===== src/rtl/freq_gate_ctrl_pkg.sv =====
// Shared types and defaults for the frequency measurement path (gate control and freq_cal).
package freq_pkg;

   typedef enum logic [1:0] {
      ST_IDLE = 2'd0,
      ST_GATE = 2'd1,
      ST_DEAD = 2'd2
   } state_e;

   localparam int GATE_CYCLES_DEF = 250;
   localparam int DEAD_CYCLES_DEF = 4;
   localparam int WIN_W           = 8;

   function automatic logic [WIN_W-1:0] next_win(input logic [WIN_W-1:0] cnt);
      return cnt + {{(WIN_W-1){1'b0}}, 1'b1};
   endfunction

endpackage


===== src/rtl/freq_gate_ctrl_if.sv =====
// Control/status bundle between the measurement controller and freq_gate_ctrl.
interface freq_gate_ctrl_if;
   import freq_pkg::*;

   logic             start;
   logic             stop;
   logic             cont;
   logic             sig_in;
   logic             en;
   logic             sig_pulse;
   logic             busy;
   logic             done;
   logic [WIN_W-1:0] win_cnt;

   modport master (
      output start, stop, cont, sig_in,
      input  en, sig_pulse, busy, done, win_cnt
   );

   modport slave (
      input  start, stop, cont, sig_in,
      output en, sig_pulse, busy, done, win_cnt
   );

endinterface


===== src/rtl/freq_gate_ctrl_sync_edge_det.sv =====
// Two-flop synchroniser for an asynchronous input followed by a rising-edge detector.
module sync_edge_det (
   input  logic clk,
   input  logic reset,
   input  logic async_in,
   output logic rise
);

   logic r_s1;
   logic r_s2;
   logic r_s3;

   // Synchroniser chain plus one delay stage for edge detection
   always_ff @(posedge clk or negedge reset) begin
      if (!reset) begin
         r_s1 <= 1'b0;
         r_s2 <= 1'b0;
         r_s3 <= 1'b0;
      end else begin
         r_s1 <= async_in;
         r_s2 <= r_s1;
         r_s3 <= r_s2;
      end
   end

   assign rise = r_s2 & ~r_s3;

endmodule


===== src/rtl/freq_gate_ctrl.sv =====
// Gate window generator for freq_cal: one-shot/continuous windows with dead time,
// synchronised edge pulses inside the window, and a completed-window counter.
module freq_gate_ctrl
   import freq_pkg::*;
#(
   parameter int GATE_CYCLES = GATE_CYCLES_DEF,
   parameter int DEAD_CYCLES = DEAD_CYCLES_DEF,
   parameter int CNT_W       = 16
) (
   input  logic              clk,
   input  logic              reset,
   freq_gate_ctrl_if.slave   bus
);

   localparam logic [CNT_W-1:0] GATE_LAST = CNT_W'(GATE_CYCLES - 1);
   localparam logic [CNT_W-1:0] DEAD_LAST = CNT_W'(DEAD_CYCLES - 1);
   localparam logic [CNT_W-1:0] CNT_ONE   = CNT_W'(1);

   state_e           r_state;
   logic [CNT_W-1:0] r_cnt;
   logic             r_en;
   logic             r_busy;
   logic             r_done;
   logic             r_sig_pulse;
   logic [WIN_W-1:0] r_win_cnt;
   logic             w_rise;

   sync_edge_det u_sync (
      .clk      (clk),
      .reset    (reset),
      .async_in (bus.sig_in),
      .rise     (w_rise)
   );

   // Window FSM, gate/dead counter and all registered outputs
   always_ff @(posedge clk or negedge reset) begin
      if (!reset) begin
         r_state     <= ST_IDLE;
         r_cnt       <= '0;
         r_en        <= 1'b0;
         r_busy      <= 1'b0;
         r_done      <= 1'b0;
         r_sig_pulse <= 1'b0;
         r_win_cnt   <= '0;
      end else begin
         r_done      <= 1'b0;
         r_sig_pulse <= w_rise & r_en;
         case (r_state)
            ST_IDLE: begin
               if (bus.start && !bus.stop) begin
                  r_state <= ST_GATE;
                  r_cnt   <= '0;
                  r_en    <= 1'b1;
                  r_busy  <= 1'b1;
               end
            end
            ST_GATE: begin
               // stop outranks window completion, so an abort on the last cycle never counts
               if (bus.stop) begin
                  r_state <= ST_IDLE;
                  r_cnt   <= '0;
                  r_en    <= 1'b0;
                  r_busy  <= 1'b0;
               end else if (r_cnt == GATE_LAST) begin
                  r_state   <= ST_DEAD;
                  r_cnt     <= '0;
                  r_en      <= 1'b0;
                  r_done    <= 1'b1;
                  r_win_cnt <= next_win(r_win_cnt);
               end else begin
                  r_cnt <= r_cnt + CNT_ONE;
               end
            end
            ST_DEAD: begin
               if (bus.stop) begin
                  r_state <= ST_IDLE;
                  r_cnt   <= '0;
                  r_busy  <= 1'b0;
               end else if (r_cnt == DEAD_LAST) begin
                  r_cnt <= '0;
                  if (bus.cont) begin
                     r_state <= ST_GATE;
                     r_en    <= 1'b1;
                  end else begin
                     r_state <= ST_IDLE;
                     r_busy  <= 1'b0;
                  end
               end else begin
                  r_cnt <= r_cnt + CNT_ONE;
               end
            end
            default: begin
               r_state <= ST_IDLE;
               r_cnt   <= '0;
               r_en    <= 1'b0;
               r_busy  <= 1'b0;
            end
         endcase
      end
   end

   assign bus.en        = r_en;
   assign bus.busy      = r_busy;
   assign bus.done      = r_done;
   assign bus.sig_pulse = r_sig_pulse;
   assign bus.win_cnt   = r_win_cnt;

endmodule


===== src/flat_wrapper.sv =====
// flat-port wrapper written by rule: the top's interface ports become plain ports
module freq_gate_ctrl_flat import freq_pkg::*;
#(
   parameter int GATE_CYCLES = GATE_CYCLES_DEF,
   parameter int DEAD_CYCLES = DEAD_CYCLES_DEF,
   parameter int CNT_W       = 16
)
  (clk, reset, bus_start, bus_stop, bus_cont, bus_sig_in, bus_en, bus_sig_pulse, bus_busy, bus_done, bus_win_cnt);
  freq_gate_ctrl_if bus_i ();
  input  logic clk;
  input  logic reset;
  input wire logic [$bits(bus_i.start)-1:0] bus_start;
  input wire logic [$bits(bus_i.stop)-1:0] bus_stop;
  input wire logic [$bits(bus_i.cont)-1:0] bus_cont;
  input wire logic [$bits(bus_i.sig_in)-1:0] bus_sig_in;
  output wire logic [$bits(bus_i.en)-1:0] bus_en;
  output wire logic [$bits(bus_i.sig_pulse)-1:0] bus_sig_pulse;
  output wire logic [$bits(bus_i.busy)-1:0] bus_busy;
  output wire logic [$bits(bus_i.done)-1:0] bus_done;
  output wire logic [$bits(bus_i.win_cnt)-1:0] bus_win_cnt;
  assign bus_i.start = bus_start;
  assign bus_i.stop = bus_stop;
  assign bus_i.cont = bus_cont;
  assign bus_i.sig_in = bus_sig_in;
  assign bus_en = bus_i.en;
  assign bus_sig_pulse = bus_i.sig_pulse;
  assign bus_busy = bus_i.busy;
  assign bus_done = bus_i.done;
  assign bus_win_cnt = bus_i.win_cnt;
  freq_gate_ctrl #(.GATE_CYCLES(GATE_CYCLES), .DEAD_CYCLES(DEAD_CYCLES), .CNT_W(CNT_W)) u_core (.clk(clk), .reset(reset), .bus(bus_i));
endmodule

===== config.mk =====
export PLATFORM = sky130hd
export DESIGN_NAME = freq_gate_ctrl_flat
export DESIGN_NICKNAME = d
export VERILOG_FILES = /design/src/rtl/freq_gate_ctrl_pkg.sv /design/src/rtl/freq_gate_ctrl_if.sv /design/src/rtl/freq_gate_ctrl_sync_edge_det.sv /design/src/rtl/freq_gate_ctrl.sv /design/src/flat_wrapper.sv
export SDC_FILE = /design/constraint.sdc
export NUM_CORES = 1
export LEC_CHECK = 0
export BUFFER_PORTS_ARGS = -buffer_cell sky130_fd_sc_hd__buf_2
export CAP_MARGIN = 20
export CORE_MARGIN = 2
export CORE_UTILIZATION = 56
export DETAILED_ROUTE_END_ITERATION = 10
export PLACE_DENSITY = 0.74
export SYNTH_ARGS = -nofsm -noshare
export SYNTH_HDL_FRONTEND = slang
export SYNTH_SLANG_ARGS = --single-unit

===== constraint.sdc =====
create_clock -name clk -period 5.5 [get_ports clk]
set_input_delay 0.275 -clock clk [delete_from_list [all_inputs] [get_ports clk]]
set_output_delay 0.275 -clock clk [all_outputs]
set_load 0.03 [all_outputs]

=== Word-level counts from Yosys, hierarchy flattened ===
Index checks and enable logic that the tools add are counted.

* Register bits: 33
* Bits in latches: 0
* Bits in writable memories: 0
* ROM bits: 0
* Input port bits: 6
* Output and inout port bits: 12
* Word-level logic and storage cells: 63
* Memories kept: 0

* Add/subtract/negate cells: 2
* Multiply operators: 0
* Divide/modulo/power cells: 0
* $lt $le $gt $ge: 0
* Equality and inequality tests: 12
* Shift-type cells: 0
* Mux-type cells: 28
* Bitwise operators: 4
* Reductions and logical operators: 7

{| class="wikitable"
|+ Operator list
! kind !! number
|-
| $mux 16 || 5
|-
| $pmux 16 s3 || 1
|-
| $add 16x1->16 const B || 1
|-
| $eq 16x2->1 const B || 1
|-
| $eq 16x8->1 const B || 1
|-
| $mux 1 || 14
|-
| $mux 2 || 5
|-
| $add 8x1->8 const B || 1
|-
| $ne 2x2->1 const B || 3
|-
| $ne 3x2->1 const B || 2
|-
| $pmux 1 s3 || 2
|-
| $pmux 2 s3 || 1
|-
| $reduce_and 3->1 || 2
|-
| $reduce_and 5->1 || 1
|-
| $ne 2x1->1 const B || 2
|-
| $reduce_and 4->1 || 1
|-
| $ne 3x3->1 const B || 1
|-
| $and 1x1->1 || 2
|-
| $eq 2x1->1 const B || 1
|-
| $eq 2x2->1 const B || 1
|-
| $logic_not 2->1 || 1
|-
| $not 1->1 || 2
|-
| $logic_and 1x1->1 || 1
|-
| $logic_not 1->1 || 1
|}

=== Depth between registers and ports, before layout ===
Gate-level depths: netlist of the first run.

* Word-level depth: 4
* Gate-level depth with buffers: 8
* Gate-level depth less buffers: 7

=== By module ===
A second synthesis of the first run with hierarchy kept.

* Cell total of the unflattened synthesis: 159
* Area, all modules: 1,679.1 µm²

{| class="wikitable"
|+ Modules (own cells, without submodules)
! module !! instances !! cells each !! area an instance (µm²) !! sequential area each (µm²)
|-
| freq_gate_ctrl || 1 || 155 || 1,590.3 || 750.7
|-
| sync_edge_det || 1 || 4 || 88.8 || 75.1
|}

=== Worst setup path after synthesis of the first run ===
OpenSTA, ideal clock, no wires.

* Kind: reg2reg
* From: reg u_core.r_cnt[10]
* To: reg u_core.r_state[0]
* Arrival: 2.485 ns
* Path slack: 2.888 ns
* Stages on the path, launching flop included: 6
* Path buffers: 0
* Cell sequence: dfrtp_1 -> or4_4 -> or4_1 -> o311a_1 -> or3_1 -> mux2_1

* Cells in the longest elaborated chain, start to end: 3
* Elaborated cells between the ends (all ways): 5

{| class="wikitable"
|+ Ends and longest elaborated chain
! element !! line !! RTL
|-
| start, declared || freq_gate_ctrl.sv:20 || <nowiki>logic [CNT_W-1:0] r_cnt;</nowiki>
|-
| start signal, assigned || freq_gate_ctrl.sv:71 || <nowiki>r_cnt <= r_cnt + CNT_ONE;</nowiki>
|-
| start signal, assigned || freq_gate_ctrl.sv:89 || <nowiki>r_cnt <= r_cnt + CNT_ONE;</nowiki>
|-
| $eq 16x8->1 or $eq 16x2->1 (tied branches) || freq_gate_ctrl.sv:64, freq_gate_ctrl.sv:79 ||
|-
| $ne 3x2->1 (no source line) || -- ||
|-
| $reduce_and 3->1 (no source line) (*) || -- ||
|-
| end signal, assigned || freq_gate_ctrl.sv:60 || <nowiki>r_state <= ST_IDLE;</nowiki>
|-
| end signal, assigned || freq_gate_ctrl.sv:65 || <nowiki>r_state <= ST_DEAD;</nowiki>
|-
| end signal, assigned || freq_gate_ctrl.sv:76 || <nowiki>r_state <= ST_IDLE;</nowiki>
|-
| end, declared || freq_gate_ctrl.sv:19 || <nowiki>state_e r_state;</nowiki>
|}

Mark *: on every way between the ends. The rest lies on a longest branch, timed or not.
A chain may end at the register's enable or synchronous reset.

=== Worst setup path after layout of the first run ===
Same ends and word-level chain as after synthesis.

==> key figures, run 1 <==
Floorplan
  – Row cnt: 20
  – Die height: 60.98 µm
  – Initial Util: 0.5907
  – Area of the die: 3718 µm²
  – Core Area: 3078 µm²
  – Die Span X: 60.98 µm
  – I/O pin count: 18

Power and ir drop
  – Leakage: 0.9564 nW
  – Worst vdd ir: 0.1584 mV
  – Final Total Pwr: 0.6400 mW
  – Cell area power density: 317.3 nW/µm²

Clock tree
  – # clock sinks: 33
  – CTS Buffer Depth: 2
  – Post-CTS setup buffer count: 0
  – CTS resizes: 0
  – Hold-fix buffers, CTS: 0
  – CTS Buf Count: 5
  – # H-tree levels: 2
  – CTS root buf: clkbuf_4
  – Clock-pin slew on the worst setup and hold paths: 0.10 ns
  – Clock Latency Late Sink: 0.34 ns
  – CTS tree: yes

Worst setup path
  – CP max FO: 20
  – CP Capture Type: flip-flop
  – RR Startpoint: u_core.r_cnt[10]
  – Setup CP Type: reg2reg
  – FF-to-FF setup slack: 2.39 ns
  – CP startpoint kind: flip-flop
  – R2R depth: 5
  – Slowest-stage cell, CP: o311a_1
  – Slowest stage delay, CP: 0.63 ns
  – Worst EP arrival: 3.32 ns
  – Critical-path cell list: or4_4 -> or4_1 -> o311a_1 -> or3_1 -> mux2_1
  – Crit path required time: 5.72 ns
  – R2R Path End: u_core.r_state[0]

Global routing
  – Largest net degree at the start of global routing: 34
  – GRT overflow: 0
  – Vias in the first global route: 1473
  – Initial antenna violation count: 0
  – First-pass GRT wire length: 6713 µm
  – Gr usage total: 0.2445

Layout
  – Post-layout net count: 223
  – N_diodes: 0
  – Fillers: 259
  – Share of layout cells above drive strength 1: 0.1517
  – Core Util, Final: 0.6553
  – P&R area growth vs syn: 10.94%

Yosys
  – Primary FF master, synth: dfrtp_1
  – Avg Cell Area, Syn: 9.469 µm²
  – Synth top area cells: dfrtp_1 (45%), nand2_1 (7.6%), o221ai_1 (5.3%), ha_1 (4.8%), nor4_1 (3.1%)
  – Area leader, netlist: dfrtp_1
  – Synthesized Nets: 205
  – Post-synth EDFFs: 0
  – Yosys warns: 0
  – Synth Register Bits: 33
  – Mapped Cells: 192
  – Leading cell type by number of instances after synthesis: nand2_1
  – Asr flop ratio synth: 1.000
  – Post-Syn Area: 1818 µm²
  – Distinct cells, synth: 39
  – Commonest cells post-synth: nand2_1 (37), dfrtp_1 (33), o221ai_1 (11), nor4_1 (9), nand3_1 (8)
  – Sequential fraction of the synthesis area: 0.4542
  – Synth top area share: 0.4542

STA
  – Tmin final: 3.108 ns
  – Worst Tran Pin Value: 0.7392 ns
  – Final Hold Fails: 33
  – Period Utilization, post-route: 0.5651
  – Setup violators final: 0
  – RSZ-0062 raised after global routing: false
  – Slew Viols, Final: 0
  – Peak Freq: 0.3217 GHz
  – Hold slack final: -0.01996 ns
  – Max_slew headroom: 0.5072
  – Worst setup margin: 2.392 ns
  – Fin Clk Skew: 0.009373 ns
  – Setup_tns: 0 ns

Drt
  – DRC violations left: 0
  – Final WL: 3973 µm
  – Vias per cell: 6.227
  – Routed WL per cell: 15.58 µm
  – Via Count: 1588
  – DR iter-0 viols: 121
  – Number of iterations in the first detailed-routing pass: 4
  – Post-DRT Antenna Nets: 0

Placement
  – Pre-CTS setup slack: 2.439 ns
  – Placed wire-length estimate: 2744 µm
  – Placer Congestion: 0.8309
  – IO Port Bufs: 17

Outcome
  – Status: finished with violations
  – Failing checks: hold timing

Worst hold path
  – Hold crit path type: in2async

Flow run
  – Number of max-cap violations: 0
## metal layers
layer | GRT usage | vias to the layer above | wire length, µm
met5 | 0 | - | 0
li1 | - | 755 | -
met1 | 0.3190 | 770 | 1788
met3 | 0.05117 | 8 | 209
met4 | 0.08696 | 0 | 60
met2 | 0.4025 | 55 | 1914
## where the power goes
part	switching, mW	internal [mW]
clock network	0.0804	0.0740
registers	0.0148	0.259
logic	0.147	0.0646
## area by class of cell
| class | instances | area [µm²] | area share |
|---|---|---|---|
| Multi-Input combinational cell | 143 | 934.6 | 0.4634 |
| Sequential cell | 33 | 825.8 | 0.4094 |
| Timing Repair Buffer | 20 | 105.1 | 0.05211 |
| Clock buffer | 7 | 65.06 | 0.03226 |
| Tap cell | 44 | 55.05 | 0.02730 |
| Inverter | 7 | 26.28 | 0.01303 |
| Clock inverter | 1 | 5.005 | 0.002481 |
## flip-flops by register name (all words and copies together), names as in the netlist
name and cells:
u_core.bus.busy 1, u_core.u_sync.r_s1 1, u_core.r_cnt 16, u_core.bus.en 1
u_core.bus.sig_pulse 1, u_core.r_state 2, u_core.bus.done 1, u_core.u_sync.r_s3 1
u_core.bus.win_cnt 8, u_core.u_sync.r_s2 1
## through the flow
step                      area (µm²)  instances
final                           2017        255
after global routing            2017        255
after CTS                       2012        254
after detailed placement        1942        246
after global placement          1942        246
after floorplan                 1818        192
## critical path: cells and delay by family, from the launching register on
kind / cells / cell delay [ns]
DFF: 1 / 0.45
and+or+nand+nor: 3 / 1.56
AOI/OAI and AO/OA: 1 / 0.63
muxes: 1 / 0.34
## layout by cell type, fill, tap and decap left out, types with 3 or more instances in the layout
master	Yosys	final
and2_1	4	4
buf_2	1	17
clkbuf_4	0	5
dfrtp_1	33	33
ha_1	7	7
inv_1	7	7
nand2_1	37	37
nand3_1	8	8
nand4_1	6	6
nor2_1	5	5
nor3_1	5	5
nor3b_1	3	3
nor4_1	9	9
o2111ai_1	4	4
o21a_1	6	6
o21ai_0	3	3
o221ai_1	11	11
or3_1	4	4
or4_1	3	3
xnor2_1	6	6
## how the worst max path moves through the flow
| stage | startpoint | end | depth (start not counted) |
|---|---|---|---|
| 6_report | u_core.r_cnt[10] | u_core.r_state[0] | 5 |
| 4_1_cts | u_core.r_cnt[10] | u_core.r_state[0] | 5 |
| 2_1_floorplan | u_core.r_cnt[10] | u_core.r_state[0] | 5 |
| 5_1_grt | u_core.r_cnt[10] | u_core.r_state[0] | 5 |
| 3_5_place_dp | u_core.r_cnt[10] | u_core.r_state[0] | 5 |
| 3_3_place_gp | u_core.r_cnt[10] | u_core.r_state[1] | 5 |
## logic make-up after synthesis
family	synth area share
XOR/XNOR	0.03372
flip-flops	0.4542
adder cells (fa/ha/maj)	0.04817
AO/OA/AOI/OAI	0.1583
multiplexers	0.01858
buffers and inverters	0.03372
AND/OR/NAND/NOR	0.2533
No activity file was read; power rests on OpenSTA's default activity.
==> run 2, diff against run 1 <==
CORE_UTILIZATION = 52   (was 56)
PLACE_DENSITY = 0.72   (was 0.74)
clock period = 2.6 ns   (was 5.5 ns; I/O delays follow)
==> run 2 against run 1 <==
  * The flow now finishes without violations
  * Total power is 110% higher
  * Clock power increased by 82%
  * Hold slack better by 0.25 ns
  * Routed wire length rose by 3.1%
  * Largest power group unchanged
==> key figures, run 2 (same netlist as run 1, synthesis figures left out) <==
Outcome
  – Status: complete, no violations

Layout
  – Core Util, Final: 0.6307
  – Share of layout cells above drive strength 1: 0.1991
  – N_diodes: 0
  – Biggest register: u_core.r_cnt
  – Post-layout net count: 233
  – Commonest non-fill, non-tap cell in the layout: nand2_1
  – Most frequent cells in the layout: nand2_1 (37), dfrtp_1 (33), buf_2 (17), o221ai_1 (11), buf_4 (11)
  – Largest register FFs: 16
  – Cell area after layout: 2105 µm²
  – P&R area growth vs syn: 15.76%

Global routing
  – Vias in the first global route: 1530
  – GRT overflow: 0
  – Global-route track usage on met1: 0.2715
  – First-pass GRT wire length: 7093 µm
  – Largest net degree at the start of global routing: 34
  – GR Util met3: 0.07321
  – GRT Max-Usage Layer: met2
  – Gr usage total: 0.2291
  – Initial antenna violation count: 0
  – GRT met2 Usage: 0.3830

Power and ir drop
  – Worst vdd ir: 0.4668 mV
  – Leakage: 1.003 nW
  – Final Total Pwr: 1.358 mW
  – Cell area power density: 645.4 nW/µm²

Worst setup path
  – RR Startpoint: u_core.r_cnt[8]
  – Worst Setup SP: u_core.r_cnt[8]
  – Setup CP Type: reg2reg
  – CP max FO: 3
  – CP Capture Type: flip-flop
  – Crit path required time: 2.84 ns
  – Worst EP arrival: 2.82 ns
  – CP startpoint kind: flip-flop

Drt
  – DRC violations left: 0
  – Final WL: 4095 µm
  – Via Count: 1665
  – Vias per cell: 6.236
  – Number of iterations in the first detailed-routing pass: 5
  – DR iter-0 viols: 102
  – Routed WL per cell: 15.34 µm
  – Post-DRT Antenna Nets: 0

STA
  – Peak Freq: 0.3877 GHz
  – Period Utilization, post-route: 0.9920
  – Tmin final: 2.579 ns
  – Slew Viols, Final: 0
  – Setup_tns: 0 ns
  – Fin Clk Skew: 0.005870 ns
  – Worst Tran Pin Value: 0.7135 ns
  – Max_slew headroom: 0.5243
  – RSZ-0062 raised after global routing: true
  – Final Hold Fails: 0
  – Hold slack final: 0.2277 ns
  – Setup violators final: 0

Clock tree
  – Clock Latency Late Sink: 0.34 ns
  – CTS Buffer Depth: 2
  – # H-tree levels: 2
  – CTS Buf Count: 5
  – CTS tree: yes
  – Clock-pin slew on the worst setup and hold paths: 0.10 ns
  – # clock sinks: 33
  – CTS root buf: clkbuf_4

Floorplan
  – Die height: 63.13 µm
  – Core Area: 3337 µm²
  – I/O pin count: 18
  – Initial Util: 0.5448
  – Row cnt: 21
  – Area of the die: 3985 µm²
  – Die Span X: 63.13 µm

Placement
  – Placed wire-length estimate: 2818 µm
  – Placer Congestion: 0.8286
  – IO Port Bufs: 17
  – Dpl cell area: 2009 µm²

Worst hold path
  – HP Start: bus_stop
  – Hold crit path type: in2reg

Flow run
  – Number of max-cap violations: 0
run 2: where the power goes:
part           switching, mW  internal, mW
registers             0.0311         0.548
logic                  0.327         0.171
clock network          0.178         0.103
total                  0.536         0.822
run 2: what timing repair did:
item	4_1_cts	5_1_grt
endpoints found under the hold margin	34	0
resized for setup	0	5
hold buffers	2	0
endpoints found under the setup margin	0	4
setup buffers	0	1
run 2: worst paths after layout:
path | to | slack [ns] | depth (start not counted)
setup / recovery | u_core.r_state[0] | 0.02 | 5
setup reg to reg | u_core.r_state[0] | 0.02 | 5
hold / removal | u_core.bus.busy | 0.23 | 3
max in group asynchronous | u_core.r_cnt[4] | 1.78 | 2
hold reg to reg | u_core.u_sync.r_s2 | 0.36 | 0
min in group asynchronous | u_core.bus.sig_pulse | 0.36 | 2
run 2: layer usage:
metal | wire length, µm | vias up
li1 | - | 777
met1 | 1752 | 801
met2 | 1998 | 77
met3 | 270 | 10
met4 | 73 | 0
met5 | 0 | -
run 2: metrics by stage:
step	instances	setup WS, ns
floorplan	192	0.05324
global placement	256	0.09678
detailed placement	256	0.03532
CTS	266	0.01096
global route	267	-0.007644
finish	267	0.02083
run 2: worst max-delay path: stages (launching register included):
cell and delay, ns:
dfrtp_1 0.39, or4_4 0.54, or4_4 0.44, o311a_1 0.39
or3_4 0.41, mux2_4 0.30
run 2: final cells by class:
| class | instances | area [µm²] |
|---|---|---|
| tap | 46 | 57.56 |
| sequential | 33 | 825.8 |
| timing repair buffer | 30 | 187.7 |
| clock buffer | 6 | 41.29 |
| clock inverter | 2 | 10.01 |
| inverter | 7 | 26.28 |
| fill | 300 | 1232 |
| multi-input combinational | 143 | 955.9 |
